$ cat src/rtl/vec_alu_mc.sv
// vec_alu_mc -- multi-cycle lane-parallel vector ALU.
//
// S and T are split into LANES signed lanes of LANE_W bits. Logic and
// add/sub/merge/splat ops finish one cycle after start. Multiply and divide
// run on a shared iterative datapath: one bit per lane per cycle for
// LANE_W cycles, then one sign-fix cycle.
//
// Ports
//   clk    in   rising-edge clock
//   reset  in   synchronous, active-high; aborts any operation in flight
//   start  in   request, sampled only while busy==0
//   FS     in   function select (latched with start)
//   SPLAT  in   lane index for splat (latched with start)
//   S, T   in   W-bit operands (latched with start)
//   busy   out  multi-cycle operation in flight
//   done   out  one-cycle pulse; VY_hi/VY_lo/div0 are valid from this cycle
//   VY_hi  out  result high word
//   VY_lo  out  result low word
//   div0   out  per-lane divide-by-zero flags from the last VDIV
//
// Handshake: a request is taken on a rising edge where start==1 and
// busy==0. Exactly one done pulse follows each accepted request. Outputs
// are registered and hold until the next done or reset. start while busy
// is dropped, and start in the done cycle is a fresh request.

module vec_alu_mc #(
  parameter int  LANE_W = 8,
  parameter int  LANES  = 4,
  localparam int W      = LANE_W * LANES,
  localparam int SPW    = (LANES > 1) ? $clog2(LANES) : 1
) (
  input  logic             clk,
  input  logic             reset,
  input  logic             start,
  input  logic [4:0]       FS,
  input  logic [SPW-1:0]   SPLAT,
  input  logic [W-1:0]     S,
  input  logic [W-1:0]     T,
  output logic             busy,
  output logic             done,
  output logic [W-1:0]     VY_hi,
  output logic [W-1:0]     VY_lo,
  output logic [LANES-1:0] div0
);

  localparam int L2   = 2 * LANE_W;
  localparam int HALF = LANES / 2;
  localparam int CW   = $clog2(LANE_W + 1);

  localparam logic [4:0] FS_VMUL = 5'h02;
  localparam logic [4:0] FS_VDIV = 5'h03;
  localparam logic [4:0] FS_VADD = 5'h04;
  localparam logic [4:0] FS_VSUB = 5'h05;
  localparam logic [4:0] FS_MULE = 5'h06;
  localparam logic [4:0] FS_MULO = 5'h07;
  localparam logic [4:0] FS_AND  = 5'h08;
  localparam logic [4:0] FS_OR   = 5'h09;
  localparam logic [4:0] FS_XOR  = 5'h0A;
  localparam logic [4:0] FS_MRGL = 5'h0C;
  localparam logic [4:0] FS_MRGH = 5'h0D;
  localparam logic [4:0] FS_SPLT = 5'h0E;

  typedef enum logic [1:0] {
    ST_IDLE = 2'd0,
    ST_ITER = 2'd1,
    ST_FIX  = 2'd2
  } state_t;

  state_t state_q, state_d;

  logic [CW-1:0]                 cnt_q;
  logic [4:0]                    op_q;
  logic [W-1:0]                  s_q;
  logic [LANES-1:0]              sa_q, sb_q;
  // a_q: |T| lane (multiplicand or divisor).
  // m_q: |S| lane, shifted out MSB-first; for divide, quotient bits shift in.
  // acc_q: product accumulator, or partial remainder in the low LANE_W bits.
  logic [LANES-1:0][LANE_W-1:0]  a_q, m_q, m_d;
  logic [LANES-1:0][L2-1:0]      acc_q, acc_d;
  logic [W-1:0]                  vy_hi_q, vy_lo_q;
  logic [LANES-1:0]              div0_q;
  logic                          done_q;

  logic                          is_mc;
  logic [W-1:0]                  sc_lo;
  logic [LANES-1:0][LANE_W-1:0]  rem_sh;
  logic [LANES-1:0]              ge;
  logic [LANES-1:0][L2-1:0]      prod;
  logic [LANES-1:0][LANE_W-1:0]  quo, rmd;
  logic [LANES-1:0]              dz;
  logic [W-1:0]                  fix_hi, fix_lo;

  // Two's-complement magnitude. For the most negative value the result is
  // 2^(LANE_W-1), which is still the correct unsigned magnitude.
  function automatic logic [LANE_W-1:0] mag(input logic [LANE_W-1:0] x);
    return x[LANE_W-1] ? -x : x;
  endfunction

  assign is_mc = (FS == FS_VMUL) || (FS == FS_VDIV) ||
                 (FS == FS_MULE) || (FS == FS_MULO);

  // ---------------------------------------------------------------- FSM
  always_ff @(posedge clk) begin
    if (reset) state_q <= ST_IDLE;
    else       state_q <= state_d;
  end

  always_comb begin
    state_d = state_q;
    case (state_q)
      ST_IDLE: if (start && is_mc) state_d = ST_ITER;
      ST_ITER: if (cnt_q == '0)    state_d = ST_FIX;
      ST_FIX:                      state_d = ST_IDLE;
      default:                     state_d = ST_IDLE;
    endcase
  end

  always_comb begin
    busy = (state_q != ST_IDLE);
  end

  // ------------------------------------------------- single-cycle results
  always_comb begin
    sc_lo = S;
    case (FS)
      FS_VADD: for (int i = 0; i < LANES; i++)
                 sc_lo[i*LANE_W +: LANE_W] = S[i*LANE_W +: LANE_W] + T[i*LANE_W +: LANE_W];
      FS_VSUB: for (int i = 0; i < LANES; i++)
                 sc_lo[i*LANE_W +: LANE_W] = S[i*LANE_W +: LANE_W] - T[i*LANE_W +: LANE_W];
      FS_AND:  sc_lo = S & T;
      FS_OR:   sc_lo = S | T;
      FS_XOR:  sc_lo = S ^ T;
      // Interleave: T lane j lands in lane 2j, S lane j in lane 2j+1.
      FS_MRGL: for (int j = 0; j < HALF; j++) begin
                 sc_lo[(2*j)*LANE_W   +: LANE_W] = T[j*LANE_W +: LANE_W];
                 sc_lo[(2*j+1)*LANE_W +: LANE_W] = S[j*LANE_W +: LANE_W];
               end
      FS_MRGH: for (int j = 0; j < HALF; j++) begin
                 sc_lo[(2*j)*LANE_W   +: LANE_W] = T[(j+HALF)*LANE_W +: LANE_W];
                 sc_lo[(2*j+1)*LANE_W +: LANE_W] = S[(j+HALF)*LANE_W +: LANE_W];
               end
      FS_SPLT: for (int i = 0; i < LANES; i++)
                 sc_lo[i*LANE_W +: LANE_W] = S[int'(SPLAT)*LANE_W +: LANE_W];
      default: sc_lo = S;
    endcase
  end

  // ------------------------------------------------------ iteration step
  always_comb begin
    acc_d  = acc_q;
    m_d    = m_q;
    rem_sh = '0;
    ge     = '0;
    for (int i = 0; i < LANES; i++) begin
      if (op_q == FS_VDIV) begin
        // Restoring divide. The partial remainder stays below the divisor,
        // so its top bit is always clear and can be shifted out.
        rem_sh[i]  = {acc_q[i][LANE_W-2:0], m_q[i][LANE_W-1]};
        ge[i]      = (rem_sh[i] >= a_q[i]);
        acc_d[i]   = {{LANE_W{1'b0}}, (ge[i] ? rem_sh[i] - a_q[i] : rem_sh[i])};
        m_d[i]     = {m_q[i][LANE_W-2:0], ge[i]};
      end else begin
        // MSB-first shift-and-add multiply.
        acc_d[i]   = {acc_q[i][L2-2:0], 1'b0} +
                     (m_q[i][LANE_W-1] ? {{LANE_W{1'b0}}, a_q[i]} : '0);
        m_d[i]     = {m_q[i][LANE_W-2:0], 1'b0};
      end
    end
  end

  // ------------------------------------------------ sign fix and packing
  always_comb begin
    prod   = '0;
    quo    = '0;
    rmd    = '0;
    dz     = '0;
    fix_hi = '0;
    fix_lo = '0;
    for (int i = 0; i < LANES; i++) begin
      prod[i] = (sa_q[i] ^ sb_q[i]) ? -acc_q[i] : acc_q[i];
      dz[i]   = (a_q[i] == '0);
      // MIN / -1 needs no special case: magnitude 2^(LANE_W-1) with a
      // positive sign truncates back to MIN.
      quo[i]  = dz[i] ? '1 : ((sa_q[i] ^ sb_q[i]) ? -m_q[i] : m_q[i]);
      rmd[i]  = dz[i] ? s_q[i*LANE_W +: LANE_W]
                      : (sa_q[i] ? -acc_q[i][LANE_W-1:0] : acc_q[i][LANE_W-1:0]);
    end
    case (op_q)
      FS_VMUL: {fix_hi, fix_lo} = prod;
      FS_MULE: for (int j = 0; j < HALF; j++) fix_lo[j*L2 +: L2] = prod[2*j];
      FS_MULO: for (int j = 0; j < HALF; j++) fix_lo[j*L2 +: L2] = prod[2*j+1];
      FS_VDIV: begin
        fix_lo = quo;
        fix_hi = rmd;
      end
      default: ;
    endcase
  end

  // ------------------------------------------------------------ datapath
  always_ff @(posedge clk) begin
    if (reset) begin
      cnt_q   <= '0;
      op_q    <= '0;
      s_q     <= '0;
      sa_q    <= '0;
      sb_q    <= '0;
      a_q     <= '0;
      m_q     <= '0;
      acc_q   <= '0;
      vy_hi_q <= '0;
      vy_lo_q <= '0;
      div0_q  <= '0;
      done_q  <= 1'b0;
    end else begin
      done_q <= 1'b0;
      case (state_q)
        ST_IDLE: if (start) begin
          op_q <= FS;
          s_q  <= S;
          if (is_mc) begin
            cnt_q <= CW'(LANE_W - 1);
            acc_q <= '0;
            for (int i = 0; i < LANES; i++) begin
              sa_q[i] <= S[i*LANE_W + LANE_W - 1];
              sb_q[i] <= T[i*LANE_W + LANE_W - 1];
              m_q[i]  <= mag(S[i*LANE_W +: LANE_W]);
              a_q[i]  <= mag(T[i*LANE_W +: LANE_W]);
            end
          end else begin
            vy_lo_q <= sc_lo;
            vy_hi_q <= '0;
            done_q  <= 1'b1;
          end
        end
        ST_ITER: begin
          acc_q <= acc_d;
          m_q   <= m_d;
          cnt_q <= cnt_q - CW'(1);
        end
        ST_FIX: begin
          vy_hi_q <= fix_hi;
          vy_lo_q <= fix_lo;
          if (op_q == FS_VDIV) div0_q <= dz;
          done_q  <= 1'b1;
        end
        default: ;
      endcase
    end
  end

  assign done  = done_q;
  assign VY_hi = vy_hi_q;
  assign VY_lo = vy_lo_q;
  assign div0  = div0_q;

endmodule
$ cat config.mk
export PLATFORM = sky130hd
export DESIGN_NAME = vec_alu_mc
export DESIGN_NICKNAME = d
export VERILOG_FILES = /design/src/rtl/vec_alu_mc.sv
export SDC_FILE = /design/constraint.sdc
export NUM_CORES = 1
export LEC_CHECK = 0
export CORE_MARGIN = 4
export CORE_UTILIZATION = 55
export DETAILED_ROUTE_END_ITERATION = 12
export HOLD_SLACK_MARGIN = 0.05
export PLACE_DENSITY_LB_ADDON = 0.2
export RECOVER_POWER = 100
export SYNTH_ARGS = -nofsm -noshare
export SYNTH_HDL_FRONTEND = slang
export SYNTH_SLANG_ARGS = --single-unit
$ cat constraint.sdc
create_clock -name clk -period 3.7 [get_ports clk]
set_input_delay 0.925 -clock clk [delete_from_list [all_inputs] [get_ports clk]]
set_output_delay 0.925 -clock clk [all_outputs]
set_load 0.005 [all_outputs]
==> summary.md, run 1 <==
| Metric | Value |
|---|---|
| Status | finished, violations left |
| Failing checks | capacitance limit, slew limit |
| # H-tree levels | 1 |
| Fin nets | ~3300 |
| Layout area overhead | 17.3% |
| Seq/Total Area, Yosys | 0.235 |
| Fin area | approximately 25000 µm² |
| Worst Path Arrival | ~3800 ps |
| Core Region | between 30000 and 40000 µm² |
| Setup Buffers After CTS | 0 |
| Slowest-stage cell, CP | dlygate4sd3_1 |
| Max_slew headroom | -0.370 |
| Crit path max fanout | 4 |
| Buffers added on ports | about 140 |
| Final worst slack | 285 ps |
| Worst-path cell chain | dlygate4sd3_1 -> nand2b_1 -> nor3_1 -> buf_4 -> clkbuf_4 -> nor2_1 -> xnor2_1 -> ha_1 -> and3_1 -> a211oi_1 -> nor3_1 -> xnor2_1 -> o21ai_0 -> a311oi_1 |
| Initial core utilization | 0.559 |
| Die ar. | roughly 42000 µm² |
| Routed vias/inst | 6.51 |
| RSZ-0062 raised after global routing | false |
| Tot GR Track Use | 0.408 |
| Leak pwr | 10.2 nW |
| Reg-to-Reg Start | sa_q[1] |
| Family with the most delay on the worst path | buffers and inverters |
| Worst skew pair latency | about 580 ps |
| GR peak layer | met2 |
| Startpoint Class | input port |
| Grt ovf | 0 |
| Number of synthesized flops with an enable pin | 0 |
| Sink Count | about 250 |
| Final min period | around 3400 ps |
| Die width | roughly 200 µm |
| Fmax | 293 MHz |
| Row cnt | 71 |
| Post-detail-place hpwl | between 60 and 70 mm |
| Ports | approximately 140 |
| Root buffer cell | clkbuf_16 |
| Period utilization | 0.923 |
| Largest net degree at the start of global routing | 94 |
| Final Hold Violating Endpoints | 0 |
| Final Instance Count excl. Fillers | 3516 |
| Gpl congestion | around 1.1 |
| Clk slew on worst S/H paths | approximately 60 ps |
| Async set-reset flop share out of synthesis | 0 |
| CTS hold repair buffers | 0 |
| DR WL/cell | around 25 µm |
| Fin Clk Skew | 17.4 ps |
| Flops & latches, synth | approximately 250 |
| Post-Syn Area | 21200 µm² |
| DRC | 0 |
| Met2 usage | 0.601 |
| Synth Flop Type | dfxtp_1 |
| Pins Over Slew Limit | 64 |
| Final ANT Viol Nets | 0 |
| Placed Area | 23900 µm² |
| Final setup violation count | 0 |
| CTS tree | yes |
| DR pass1 iterations | 8 |
| Crit path required time | between 4000 and 5000 ps |
| CP Buf/Inv Count | 3 |
| Synthesized area per cell | between 7 and 8 µm² |
| Synth unique cells | between 80 and 90 |
| Crit path largest cell delay | approximately 590 ps |
| Critical path startpoint | FS[3] |
| Synth Instances | roughly 2800 |
| Placed Cells | approximately 3500 |
| TritonCTS buffer count | 28 |
| First-pass GRT wire length | about 130 mm |
| DRT iter0 DRCs | 2870 |
| Hold Crit Start | VY_hi[1] |
| Peak VDD IR | between 0.3 and 0.4 mV |
| Vias in the first global route | roughly 22000 |
| Initial antenna violation count | 2 |
| Routing usage on met1 | 0.561 |
| Vias | roughly 23000 |
| Yosys warning count | 0 |
| PwrDens | ~310 nW/µm² |
| Worst hold path type | register to register |
| Antenna cell count | 0 |
| Chip height | slightly above 200 µm |
| CP Capture Type | register |
| DP Worst Slack | -190 ps |
| Crit path kind | input port to register |
| CTS max path bufs | 3 |
| Max-Cap Viols | 2 |
| Fin Setup TNS | 0 ps |
| Worst-Margin Slew | ~2100 ps |
| Syn_nets | 3092 |
| Layout cells sized above 1 | 0.0865 |
| CTS resizes | 0 |
| Met3 GRT Util | 0.0820 |
| Worst hold margin | between 400 and 500 ps |
| Final wirelength | 88.2 mm |
==> cells in the final DEF (no fill, tap or decap), types with 42 or more instances in the layout <==
cell               n
buf_4            157
clkdlybuf4s50_1   69
nand2_1          370
nor3_1            50
dfxtp_1          248
nor2_1           255
dlygate4sd3_1     72
a21oi_1          233
o21ai_0          160
a22oi_1           42
mux2i_1           73
xnor2_1          194
inv_1            148
xor2_1            71
a211oi_1          50
o22ai_1           68
ha_1             181
==> synthesized netlist by cell type (all sizes together) (9+ instances only) <==
| cell | count | area [µm²] |
|---|---|---|
| a211oi | 50 | 375 |
| a21boi | 14 | 105 |
| a21o | 25 | 188 |
| a21oi | 233 | 1170 |
| a221oi | 27 | 236 |
| a22o | 10 | 87.6 |
| a22oi | 42 | 315 |
| a31oi | 26 | 163 |
| and3 | 16 | 100 |
| buf | 34 | 161 |
| clkbuf | 161 | 606 |
| dfxtp | 248 | 4960 |
| fa | 12 | 240 |
| ha | 181 | 2260 |
| inv | 148 | 556 |
| mux2i | 73 | 731 |
| nand2 | 370 | 1390 |
| nand2b | 24 | 150 |
| nand3 | 38 | 190 |
| nor2 | 258 | 976 |
| nor2b | 27 | 169 |
| nor3 | 52 | 260 |
| nor4 | 22 | 150 |
| o211ai | 38 | 285 |
| o21a | 10 | 75.1 |
| o21ai | 162 | 815 |
| o221ai | 18 | 158 |
| o22ai | 68 | 425 |
| o31ai | 23 | 173 |
| or3 | 19 | 125 |
| or4 | 9 | 71.3 |
| xnor2 | 194 | 1700 |
| xor2 | 71 | 622 |
==> worst reg2reg max path, stage by stage, from the launching register on <==
cell	delay, ps
dfxtp_1	600
xor2_1	700
nor2_1	80
a21oi_1	370
mux2i_1	190
a2111oi_0	1200
a211oi_1	90
==> metrics by stage <==
| stage | power [mW] | utilization |
|---|---|---|
| after CTS | 7.66 | 0.659 |
| after floorplan | 3.93 | - |
| final | 7.70 | 0.656 |
| after global placement | 4.67 | 0.632 |
| after global routing | 7.92 | 0.656 |
| after detailed placement | 4.70 | 0.632 |
==> routing by layer <==
| metal | vias to the layer above | wire, µm |
|---|---|---|
| met5 | - | 23 |
| met1 | 10735 | 35500 |
| met2 | 1522 | 36300 |
| met3 | 323 | 10400 |
| met4 | 4 | 5970 |
| li1 | 10316 | - |
==> final timing paths <==
path | to | slack [ps] | depth (start not counted)
setup / recovery | VY_lo[7] | 280 | 14
hold / removal | VY_hi[1] | 460 | 2
setup reg to reg | VY_lo[17] | 290 | 6
hold reg to reg | VY_hi[1] | 460 | 2
==> where the power goes <==
group | internal, mW | switching [mW] | total [mW]
clock network | 1.79 | 1.22 | 3.01
logic | 0.738 | 1.10 | 1.84
registers | 2.76 | 0.0932 | 2.85
==> cell families (layout without fill, tap and decap cells) <==
kind of cell | after synthesis | after routing | synth area share
adders and majority gates | 193 | 193 | 0.118
DFF | 248 | 248 | 0.235
and+or+nand+nor | 876 | 876 | 0.184
xor gates and xnor gates | 265 | 265 | 0.110
AOI/OAI and AO/OA | 810 | 810 | 0.245
buffers and inverters | 348 | 528 | 0.0634
muxes | 85 | 85 | 0.0452
==> flip-flops by register name, summed over array words and instances (netlist names) <==
| register | cells |
|---|---|
| VY_hi | 32 |
| sa_q | 4 |
| s_q | 32 |
| state_q | 2 |
| cnt_q | 4 |
| m_q | 32 |
| done | 1 |
| VY_lo | 32 |
| div0 | 4 |
| sb_q | 4 |
| a_q | 32 |
| acc_q | 64 |
| op_q | 5 |
==> cell type report <==
type | instances | area, µm²
clock inverters | 10 | 141
clock buffers | 40 | 847
multi-input cells | 2229 | 14900
inverters | 153 | 574
repair buffers | 325 | 2780
flip-flops and latches | 248 | 4960
well taps | 511 | 639
fillers | 3416 | 13000
No activity file was read; power rests on OpenSTA's default activity.
==> run 2: changes to the inputs <==
CORE_ASPECT_RATIO = 1.25   (was unset)
==> summary.md, run 2 (synthesized netlist as in run 1, its figures left out) <==
| Metric | Value |
|---|---|
| Failing checks | capacitance limit, slew limit |
| # H-tree levels | 1 |
| Cell mode on critical path | nor2_1 |
| Fin Clk Skew | roughly 18 ps |
| CTS max path bufs | 3 |
| Buffers added on ports | between 100 and 150 |
| WL met1 | approximately 33 mm |
| Ports | 144 |
| Grt ovf | 0 |
| Largest net degree at the start of global routing | 85 |
| Final min period | between 3000 and 4000 ps |
| Die width | ~180 µm |
| PwrDens | roughly 320 nW/µm² |
| Commonest non-fill, non-tap cell in the layout | nand2_1 |
| Fin area | 24800 µm² |
| CP Capture Type | register |
| Max reg flops | 64 |
| Pins Over Slew Limit | 38 |
| Initial antenna violation count | 2 |
| Vias | between 20000 and 25000 |
| Total power | around 7.9 mW |
| Chip height | around 230 µm |
| Max_slew headroom | -0.222 |
| Core Region | 38100 µm² |
| First-pass GRT wire length | approximately 130 mm |
| Leak pwr | around 10 nW |
| Gpl congestion | about 1.1 |
| Tot GR Track Use | 0.398 |
| Placed Area | roughly 24000 µm² |
| Top reg by flops | acc_q |
| Layout area overhead | 17.3% |
| Crit path max fanout | 41 |
| Die ar. | around 42000 µm² |
| Most frequent cells in the layout | 370 x nand2_1, 255 x nor2_1, 248 x dfxtp_1 |
| Worst skew pair latency | roughly 570 ps |
| Routed vias/inst | about 6.5 |
| Antenna cell count | 0 |
| Fmax | around 290 MHz |
| RSZ-0062 raised after global routing | false |
| Max-Cap Viols | 1 |
| Sink Count | 248 |
| Crit path largest cell delay | approximately 850 ps |
| Crit path kind | input port to register |
| Period utilization | 0.938 |
| Clk slew on worst S/H paths | ~60 ps |
| Final wirelength | 86.5 mm |
| DR WL met3 | between 8 and 9 mm |
| DR pass1 iterations | 6 |
| Met2 wire length | 37.5 mm |
| Final Hold Violating Endpoints | 0 |
| Crit path required time | 4190 ps |
| Vias in the first global route | about 22000 |
| Fillcell total | between 3000 and 4000 |
| DR WL/cell | between 20 and 25 µm |
| Fin nets | roughly 3200 |
| Slowest-stage cell, CP | nor2_4 |
| Startpoint Class | input port |
| CTS hold repair buffers | 0 |
| TritonCTS buffer count | 27 |
| Worst hold margin | roughly 460 ps |
| Final setup violation count | 0 |
| Worst-Margin Slew | 1830 ps |
| Layout cells sized above 1 | 0.0872 |
| CTS tree | yes |
| Worst Path Arrival | 3960 ps |
| CTS resizes | 0 |
| Worst-path cell chain | clkdlybuf4s50_1 -> clkbuf_1 -> nor2_1 -> and2_0 -> a21oi_1 -> nor2_1 -> nor2_4 -> buf_4 -> a22oi_1 -> o21ai_0 |
| Post-detail-place hpwl | about 67 mm |
| Root buffer cell | clkbuf_16 |
| Initial core utilization | 0.555 |
| Worst hold path type | register to register |
| DRT iter0 DRCs | 2914 |
| DRC | 0 |
| Setup Buffers After CTS | 0 |
| End-of-flow core utilization | 0.651 |
| Row cnt | 80 |
| Peak VDD IR | about 0.3 mV |
| Status | finished, violations left |
| Top Layer Used | met5 |
| Final ANT Viol Nets | 0 |
-- run 2: per-stage QoR --
stage / setup slack (ps) / instances / TNS (ps)
after floorplan: 107 / 2825 / 0
after global placement: -37.9 / 3445 / -142
after detailed placement: -126 / 3445 / -688
after CTS: 471 / 3495 / 0
after global routing: 94.2 / 3495 / 0
final: 230 / 3495 / 0
-- run 2: power by group --
part / total (mW) / switching (mW) / internal, mW
Sequential: 2.85 / 0.0935 / 2.76
Clock: 3.19 / 1.25 / 1.94
Combinational: 1.82 / 1.08 / 0.737
-- run 2: worst max-delay path, delay by kind of cell --
kind                   cells  cell delay (ps)
and+or+nand+nor            4             1320
buffers and inverters      3             1280
AOI/OAI and AO/OA          3              410
-- run 2: cell type report --
cell class | instances | area (µm²) | area share
clock buffers | 33 | 748 | 0.0301
clock inverters | 17 | 287 | 0.0115
inverters | 153 | 574 | 0.0231
multi-input cells | 2229 | 14900 | 0.599
flip-flops and latches | 248 | 4960 | 0.200
well taps | 492 | 616 | 0.0248
repair buffers | 323 | 2760 | 0.111
-- run 2: worst paths after layout --
kind / slack [ps] / cells after the start / from / endpoint
max: 230 / 10 / FS[3] / acc_q[49]
min reg2reg: 460 / 2 / s_q[0] / s_q[0]
max reg2reg: 380 / 7 / acc_q[16] / VY_lo[23]
min: 460 / 2 / s_q[0] / s_q[0]
-- run 2: per-layer routing --
metal / vias to the layer above / track usage
met5: - / 0
met1: 10724 / 0.511
met4: 4 / 0.259
met3: 359 / 0.0692
li1: 10302 / -
met2: 1456 / 0.615
